`config.mk`:
```
export PLATFORM = sky130hd
export DESIGN_NAME = ann_neuron_seq
export DESIGN_NICKNAME = d
export VERILOG_FILES = /design/src/rtl/ann_pkg.sv /design/src/rtl/ann_mul.sv /design/src/rtl/ann_neuron_seq.sv
export SDC_FILE = /design/constraint.sdc
export NUM_CORES = 2
export LEC_CHECK = 0
export ABC_AREA = 1
export CORE_UTILIZATION = 45
export CTS_CLUSTER_DIAMETER = 150
export DETAILED_ROUTE_END_ITERATION = 7
export MAX_ROUTING_LAYER = met4
export PLACE_DENSITY = 0.74
export SLEW_MARGIN = 20
export SYNTH_ARGS = -nofsm -noshare
export SYNTH_HDL_FRONTEND = slang
export SYNTH_SLANG_ARGS = --single-unit
```
`constraint.sdc`:
```
create_clock -name clk -period 10.1 [get_ports clk]
set_clock_uncertainty 0.15 [all_clocks]
set_input_delay 1.515 -clock clk [delete_from_list [all_inputs] [get_ports clk]]
set_output_delay 1.515 -clock clk [all_outputs]
set_load 0.005 [all_outputs]
```
`src/rtl/ann_pkg.sv`:
```
// Shared definitions for the sequential neuron: FSM state encoding and
// flat-bus channel extraction (supports WIDTH <= 64 and N_IN*WIDTH <= 4096).
package ann_pkg;

  typedef enum logic [1:0] {
    ST_IDLE  = 2'd0,
    ST_MAC   = 2'd1,
    ST_SCALE = 2'd2,
    ST_DONE  = 2'd3
  } ann_state_t;

  localparam int unsigned ANN_MAX_W    = 64;
  localparam int unsigned ANN_MAX_CH   = 64;
  localparam int unsigned ANN_MAX_FLAT = ANN_MAX_W * ANN_MAX_CH;

  // Channel idx occupies bits [idx*width +: width]; caller truncates to its width.
  function automatic logic [ANN_MAX_W-1:0] ann_chan(
    input logic [ANN_MAX_FLAT-1:0] flat,
    input int unsigned             width,
    input int unsigned             idx
  );
    logic [ANN_MAX_FLAT-1:0] sh;
    logic [ANN_MAX_W-1:0]    mask;
    sh   = flat >> (idx * width);
    mask = (width >= ANN_MAX_W) ? '1 : ((ANN_MAX_W'(1) << width) - ANN_MAX_W'(1));
    return sh[ANN_MAX_W-1:0] & mask;
  endfunction

endpackage

```
`src/rtl/ann_mul.sv`:
```
// Combinational WIDTH x WIDTH multiplier keeping only the low WIDTH bits.
module ann_mul #(
  parameter int WIDTH = 32
) (
  input  logic [WIDTH-1:0] i_a,
  input  logic [WIDTH-1:0] i_b,
  output logic [WIDTH-1:0] o_p
);

  assign o_p = i_a * i_b;

endmodule

```
`src/rtl/ann_neuron_seq.sv`:
```
// Sequential neuron y = s*w_out + s, s = sum x[i]*w[i], one shared multiplier.
// Optional ANN_RELU_EN: negative results are clamped to zero before registering.
module ann_neuron_seq
  import ann_pkg::*;
#(
  parameter  int WIDTH = 32,
  parameter  int N_IN  = 2,
  localparam int CNT_W = $clog2(N_IN + 1)
) (
  input  logic                  clk,
  input  logic                  reset,
  input  logic                  in_valid,
  output logic                  in_ready,
  input  logic [N_IN*WIDTH-1:0] x_flat,
  input  logic [N_IN*WIDTH-1:0] w_flat,
  input  logic [WIDTH-1:0]      w_out,
  output logic                  out_valid,
  input  logic                  out_ready,
  output logic [WIDTH-1:0]      y,
  output logic                  busy
);

  ann_state_t            r_state;
  logic [N_IN*WIDTH-1:0] r_x;
  logic [N_IN*WIDTH-1:0] r_w;
  logic [WIDTH-1:0]      r_wout;
  logic [WIDTH-1:0]      r_acc;
  logic [CNT_W-1:0]      r_cnt;
  logic [WIDTH-1:0]      r_y;
  logic                  r_out_valid;

  logic [WIDTH-1:0]      w_x_ch;
  logic [WIDTH-1:0]      w_w_ch;
  logic [WIDTH-1:0]      w_mul_a;
  logic [WIDTH-1:0]      w_mul_b;
  logic [WIDTH-1:0]      w_prod;
  logic [WIDTH-1:0]      w_sum;
  logic [WIDTH-1:0]      w_res;

  assign w_x_ch = WIDTH'(ann_chan(ANN_MAX_FLAT'(r_x), WIDTH, 32'(r_cnt)));
  assign w_w_ch = WIDTH'(ann_chan(ANN_MAX_FLAT'(r_w), WIDTH, 32'(r_cnt)));

  always_comb begin
    w_mul_a = w_x_ch;
    w_mul_b = w_w_ch;
    if (r_state == ST_SCALE) begin
      w_mul_a = r_acc;
      w_mul_b = r_wout;
    end
  end

  ann_mul #(.WIDTH(WIDTH)) u_mul (
    .i_a (w_mul_a),
    .i_b (w_mul_b),
    .o_p (w_prod)
  );

  // One adder serves both stages: acc + x*w in MAC, acc*w_out + acc in SCALE.
  assign w_sum = r_acc + w_prod;

  always_comb begin
    w_res = w_sum;
`ifdef ANN_RELU_EN
    if (w_sum[WIDTH-1]) w_res = '0;
`endif
  end

  always_ff @(posedge clk) begin
    if (reset) begin
      r_state     <= ST_IDLE;
      r_acc       <= '0;
      r_cnt       <= '0;
      r_y         <= '0;
      r_out_valid <= 1'b0;
      r_x         <= '0;
      r_w         <= '0;
      r_wout      <= '0;
    end else begin
      case (r_state)
        ST_IDLE: begin
          if (in_valid) begin
            r_x     <= x_flat;
            r_w     <= w_flat;
            r_wout  <= w_out;
            r_acc   <= '0;
            r_cnt   <= '0;
            r_state <= ST_MAC;
          end
        end
        ST_MAC: begin
          r_acc <= w_sum;
          r_cnt <= r_cnt + CNT_W'(1);
          if (r_cnt == CNT_W'(N_IN - 1)) r_state <= ST_SCALE;
        end
        ST_SCALE: begin
          r_y         <= w_res;
          r_out_valid <= 1'b1;
          r_state     <= ST_DONE;
        end
        ST_DONE: begin
          if (out_ready) begin
            r_out_valid <= 1'b0;
            r_state     <= ST_IDLE;
          end
        end
        default: r_state <= ST_IDLE;
      endcase
    end
  end

  assign in_ready  = (r_state == ST_IDLE);
  assign busy      = (r_state != ST_IDLE);
  assign out_valid = r_out_valid;
  assign y         = r_y;

endmodule

```
# --- Word-level counts from Yosys, hierarchy flattened ---
# Cells that the tools add are included.
op_classes:
  add_sub_neg: 2
  mul: 1
  div_mod_pow: 0
  order_cmp: 0
  eq_ne: 7
  shifts: 2
  muxes: 12
  bitwise: 0
  reduce_logical: 8
op_table:
  columns: ["operator", "count"]
  rows:
  - ["64-bit by 7-bit >> shifter with 32-bit output", 2]
  - ["32-bit two-way mux", 3]
  - ["32-bit one-hot mux with 2 select lines", 1]
  - ["32-bit adder", 1]
  - ["32-bit by 32-bit multiplier with 32-bit output", 1]
  - ["2-bit two-way mux", 4]
  - ["2-bit one-hot mux with 4 select lines", 1]
  - ["2-bit != test, second input constant", 3]
  - ["2-bit AND reduction", 3]
  - ["2-bit nonzero test", 3]
  - ["2-bit by 1-bit == test with 1-bit output, second input constant", 2]
  - ["2-bit == test, second input constant", 2]
  - ["2-bit one-hot mux with 2 select lines", 1]
  - ["3-bit AND reduction", 1]
  - ["2-bit by 1-bit adder with 2-bit output, second input constant", 1]
  - ["2-bit logical NOT", 1]
  - ["1-bit one-hot mux with 2 select lines", 1]
  - ["1-bit two-way mux", 1]
totals:
  register_bits: 229
  latchBits: 0
  ramBits: 0
  romBits: 0
  inputBits: 164
  output_inout_bits: 35
  word_cells: 40
  mem_count: 0

# --- Depth between registers and ports, before layout ---
logic_depth:
  ltp_word: 5
  depth_mapped: 44
  depth_no_buf: 42

# --- Modules after synthesis ---
# A second synthesis with hierarchy kept.
hier_totals:
  hier_cells: 4128
  area_unflattened_um2: 28588.7
modules_own_cells:
  columns: ["module", "n_inst", "cells_per_inst", "area_per_inst_um2", "seq_area_each_um2"]
  rows:
  - ["ann_mul", 1, 2293, 16898.7, 0.0]
  - ["ann_neuron_seq", 1, 1835, 11690.0, 4584.4]

# --- Worst setup path before layout ---
# No wires, ideal clock.
synth_path:
  path_type: "register -> register"
  from: "register r_state[0]"
  to: "register r_acc[28]"
  setup_time_ns: 0.071
  arrival_time_ns: 7.658
  t_required_ns: 9.879
  slack_ns: 2.221
  stages_incl_launch_ff: 38
  n_path_buf: 4
  synth_period_minus_slack_ns: 7.879
  cell_sequence: "dfxtp_1 > inv_1 > ha_1 > buf_6 > nor2_8 > buf_6 > o21ai_0 > o21ai_1 > clkbuf_1 > clkbuf_1 > nand2_1 > inv_1 > fa_1 > fa_1 > fa_1 > inv_1 > fa_1 > inv_1 > [2 not listed] > fa_1 > inv_1 > fa_1 > inv_1 > fa_1 > inv_1 > ha_1 > nand2_1 > inv_1 > nand3_1 > nor3_1 > nand4_1 > nand3_1 > a21oi_1 > o21ai_0 > xor2_1 > nand2_1 > a21oi_1"
synth_between:
  elab_chain_cells: 5
  word_cells_on_any_way: 11
  cone_classes: "1 x add/sub; 1 x mul; 3 x eq/ne; 3 x mux; 3 x reduce/logical"
synth_rtl:
  columns: ["element", "line_no", "source"]
  rows:
  - ["start: declaration", "ann_neuron_seq.sv:23", "ann_state_t r_state;"]
  - ["start signal: assignment", "ann_neuron_seq.sv:70", "r_state <= ST_IDLE;"]
  - ["start signal: assignment", "ann_neuron_seq.sv:87", "r_state <= ST_MAC;"]
  - ["start signal: assignment", "ann_neuron_seq.sv:93", "if (r_cnt == CNT_W'(N_IN - 1)) r_state <= ST_SCALE;"]
  - ["2-bit == test", "ann_neuron_seq.sv:46", "if (r_state == ST_SCALE) begin"]
  - ["32-bit two-way mux", "ann_neuron_seq.sv:46", null]
  - ["32-bit by 32-bit multiplier with 32-bit output", "ann_mul.sv:10", "assign o_p = i_a * i_b;"]
  - ["32-bit adder", "ann_neuron_seq.sv:59", "assign w_sum = r_acc + w_prod;"]
  - ["32-bit one-hot mux with 2 select lines", "ann_neuron_seq.sv:79", "case (r_state)"]
  - ["end signal: assignment", "ann_neuron_seq.sv:91", "r_acc <= w_sum;"]
  - ["end: declaration", "ann_neuron_seq.sv:27", "logic [WIDTH-1:0] r_acc;"]
# Several ways; a longest one is shown, not always the timed one.
# A chain may end at the register's enable or synchronous reset.

# --- Final worst setup path ---
# Same ends and word-level chain as after synthesis.

==> run_results.csv <==
group,metric,value,unit
cts,cts_hold_buffers,0,
logic_synthesis,synth_warnings,0,
timing,slew_violations,0,
cts,cts_sinks,229,
cts,post_cts_resize_count,0,
placed_design,io_buffers,198,
timing,tightest_slew,1.03,ns
floorplan,dieArea,61500,µm²
drt,wl,76000,µm
critical_path,endpoint_kind,"register",
logic_synthesis,synth_seq_cells,229,
timing,setup_viol,0,
logic_synthesis,synth-seq-area-share,16.8,%
flow_run,drv_cap,0,
cts,numCtsBuffers,23,
logic_synthesis,async_flop_share,0,%
global_routing,overflow,0,
finish,seq_area,4590,µm²
floorplan,fp.coreArea,59400,µm²
critical_path,cpMaxStageDelayCell,"o21ai_2",
logic_synthesis,synth_edf_count,0,
cts,cts_tree,"built",
timing,report.final.hold_viol_count,0,
logic_synthesis,postSynthAreaPerCell,7.25,µm²
drt,route.detailed.drc,0,
critical_path,crit_top_cell,"fa_1",
drt,postRouteAntennaNets,0,
timing,rsz0062_at_grt,"no",
drt,vias,23200,
critical_path,cp.arrival,9.25,ns
timing,tns,0,ns
critical_path,slowest_delay,0.57,ns
floorplan,fp.dieH,248,µm
logic_synthesis,syn-cell-area,27200,µm²
finish,area_growth,13.0,%
drt,dr.pass1.iters,7,
finish,drive_above_1_share,3.54,%
global_routing,grt_max_degree,90,
drt,viasPerCell,5.00,
min_path,min_path_type,"reg -> reg",
cts,insertion_delay,0.54,ns
timing,fin_crit_sh,88.4,%
floorplan,rows,89,
cts,cts_max_level,1,
logic_synthesis,ys.flop_type,"dfxtp_1",
critical_path,crit_required,10.42,ns
finish,mostFrequentLayoutCells,"inv_1 (1026), nand2_1 (942), fa_1 (438)",
cts,postCtsSetupBuffers,0,
floorplan,start_util,45.9,%
timing,min_period,8.93,ns
drt,routedWlPerCell,16.4,µm
finish,nets,4589,
logic_synthesis,postSynthCellCount,3758,
placed_design,dp_hpwl,61000,µm
global_routing,grt_pass1_vias,23200,
logic_synthesis,synth_cell_types,39,
global_routing,grt_antenna_before_repair,0,
timing,max_freq,0.112,GHz
finish,fillers,5614,
floorplan,die_w,248,µm
global_routing,grt_pass1_wl,122000,µm
run_status,status,"finished, final reports clean",
finish,multiInputGateArea,18000,µm²
cts,clk_pin_slew_worst_paths,0.07,ns
critical_path,startpoint_type,"register",
placed_design,routabilityCongestion,0.970,
critical_path,path_max_fanout,33,
floorplan,ios,199,
global_routing,grt_usage,26.1,%
critical_path,worstSetupPathType,"reg -> reg",
cts,clock-root-buffer,"clkbuf_16",
logic_synthesis,synthesis.nets,4489,
finish,layout_commonest_cell,"inv_1",
cts,cts_max_path_buffers,3,
timing,maxSlewHeadroom,31.0,%
drt,dr.first_iter.drc_count,1910,
flip-flops by register name, indices dropped and copies added, names as in the netlist:
| name | count |
|---|---|
| out_valid | 1 |
| r_acc | 32 |
| r_cnt | 2 |
| r_state | 2 |
| r_w | 64 |
| r_wout | 32 |
| r_x | 64 |
| y | 32 |
synthesized netlist by cell type, drive strengths merged (6+ instances only):
master / instances / area share [%]
buf: 40 / 0.85
xnor2: 12 / 0.39
fa: 438 / 32
nor3: 6 / 0.11
inv: 1030 / 14
o21ai: 234 / 4.5
nand2: 953 / 13
dfxtp: 229 / 17
o211ai: 6 / 0.17
a21oi: 160 / 2.9
nand3b: 13 / 0.36
nand4: 6 / 0.14
ha: 129 / 5.9
xor2: 25 / 0.80
nand3: 91 / 1.7
clkbuf: 141 / 1.9
nor2: 219 / 3.1
cell families (layout without fill, tap and decap cells):
family / count (synthesis) / count (layout) / synth area share (%)
xor+xnor: 37 / 37 / 1.19
other cells: 0 / 1 / 0
compound gates: 419 / 419 / 8.12
fa+ha+maj: 567 / 567 / 38.1
buf+inv: 1214 / 1331 / 17.0
simple gates: 1292 / 1292 / 18.7
flops: 229 / 229 / 16.8
metal layers:
metal,global-route usage [%],vias to the layer above,share of wire [%]
li1,-,11000,-
met2,42.1,968,47
met3,3.36,135,8.4
met4,8.55,0,3.5
met5,-,-,0
met1,33.9,11100,41
worst paths after layout:
check,start,to,slack (ns),cells past startpoint
max,r_state[0],r_acc[28],1.17,30
min,r_x[3],r_x[3],0.30,2
max reg2reg,r_state[0],r_acc[28],1.17,30
min reg2reg,r_x[3],r_x[3],0.30,2
final cells by class:
type / instances / share of cell area (%)
Inverter: 1033 / 12.6
Antenna cell: 1 / 0.00813
Tap cell: 773 / 3.14
Multi-Input combinational cell: 2315 / 58.6
Timing Repair Buffer: 256 / 7.92
Sequential cell: 229 / 14.9
Clock buffer: 31 / 2.20
Clock inverter: 11 / 0.573
metrics by stage:
step	util [%]	setup slack [ns]	hold WS [ns]	cells	area, µm²
finish	51.8	1.17	0.299	4649	30800
CTS	51.8	1.30	0.303	4648	30800
detailed placement	50.4	1.32	0.293	4606	29900
global route	51.8	0.661	0.323	4648	30800
floorplan	-	2.22	0.279	3758	27200
global placement	50.4	1.41	0.290	4606	29900
critical path, delay by kind of cell, from the launching register on:
family | cells | cell delay, ns
compound gates | 5 | 1.26
xor+xnor | 1 | 0.22
fa+ha+maj | 10 | 4.62
buf+inv | 7 | 0.79
flops | 1 | 0.36
simple gates | 7 | 1.42
Power is not shown: default switching activity piles up to over one toggle a cycle in this logic, so the estimate is an artifact.
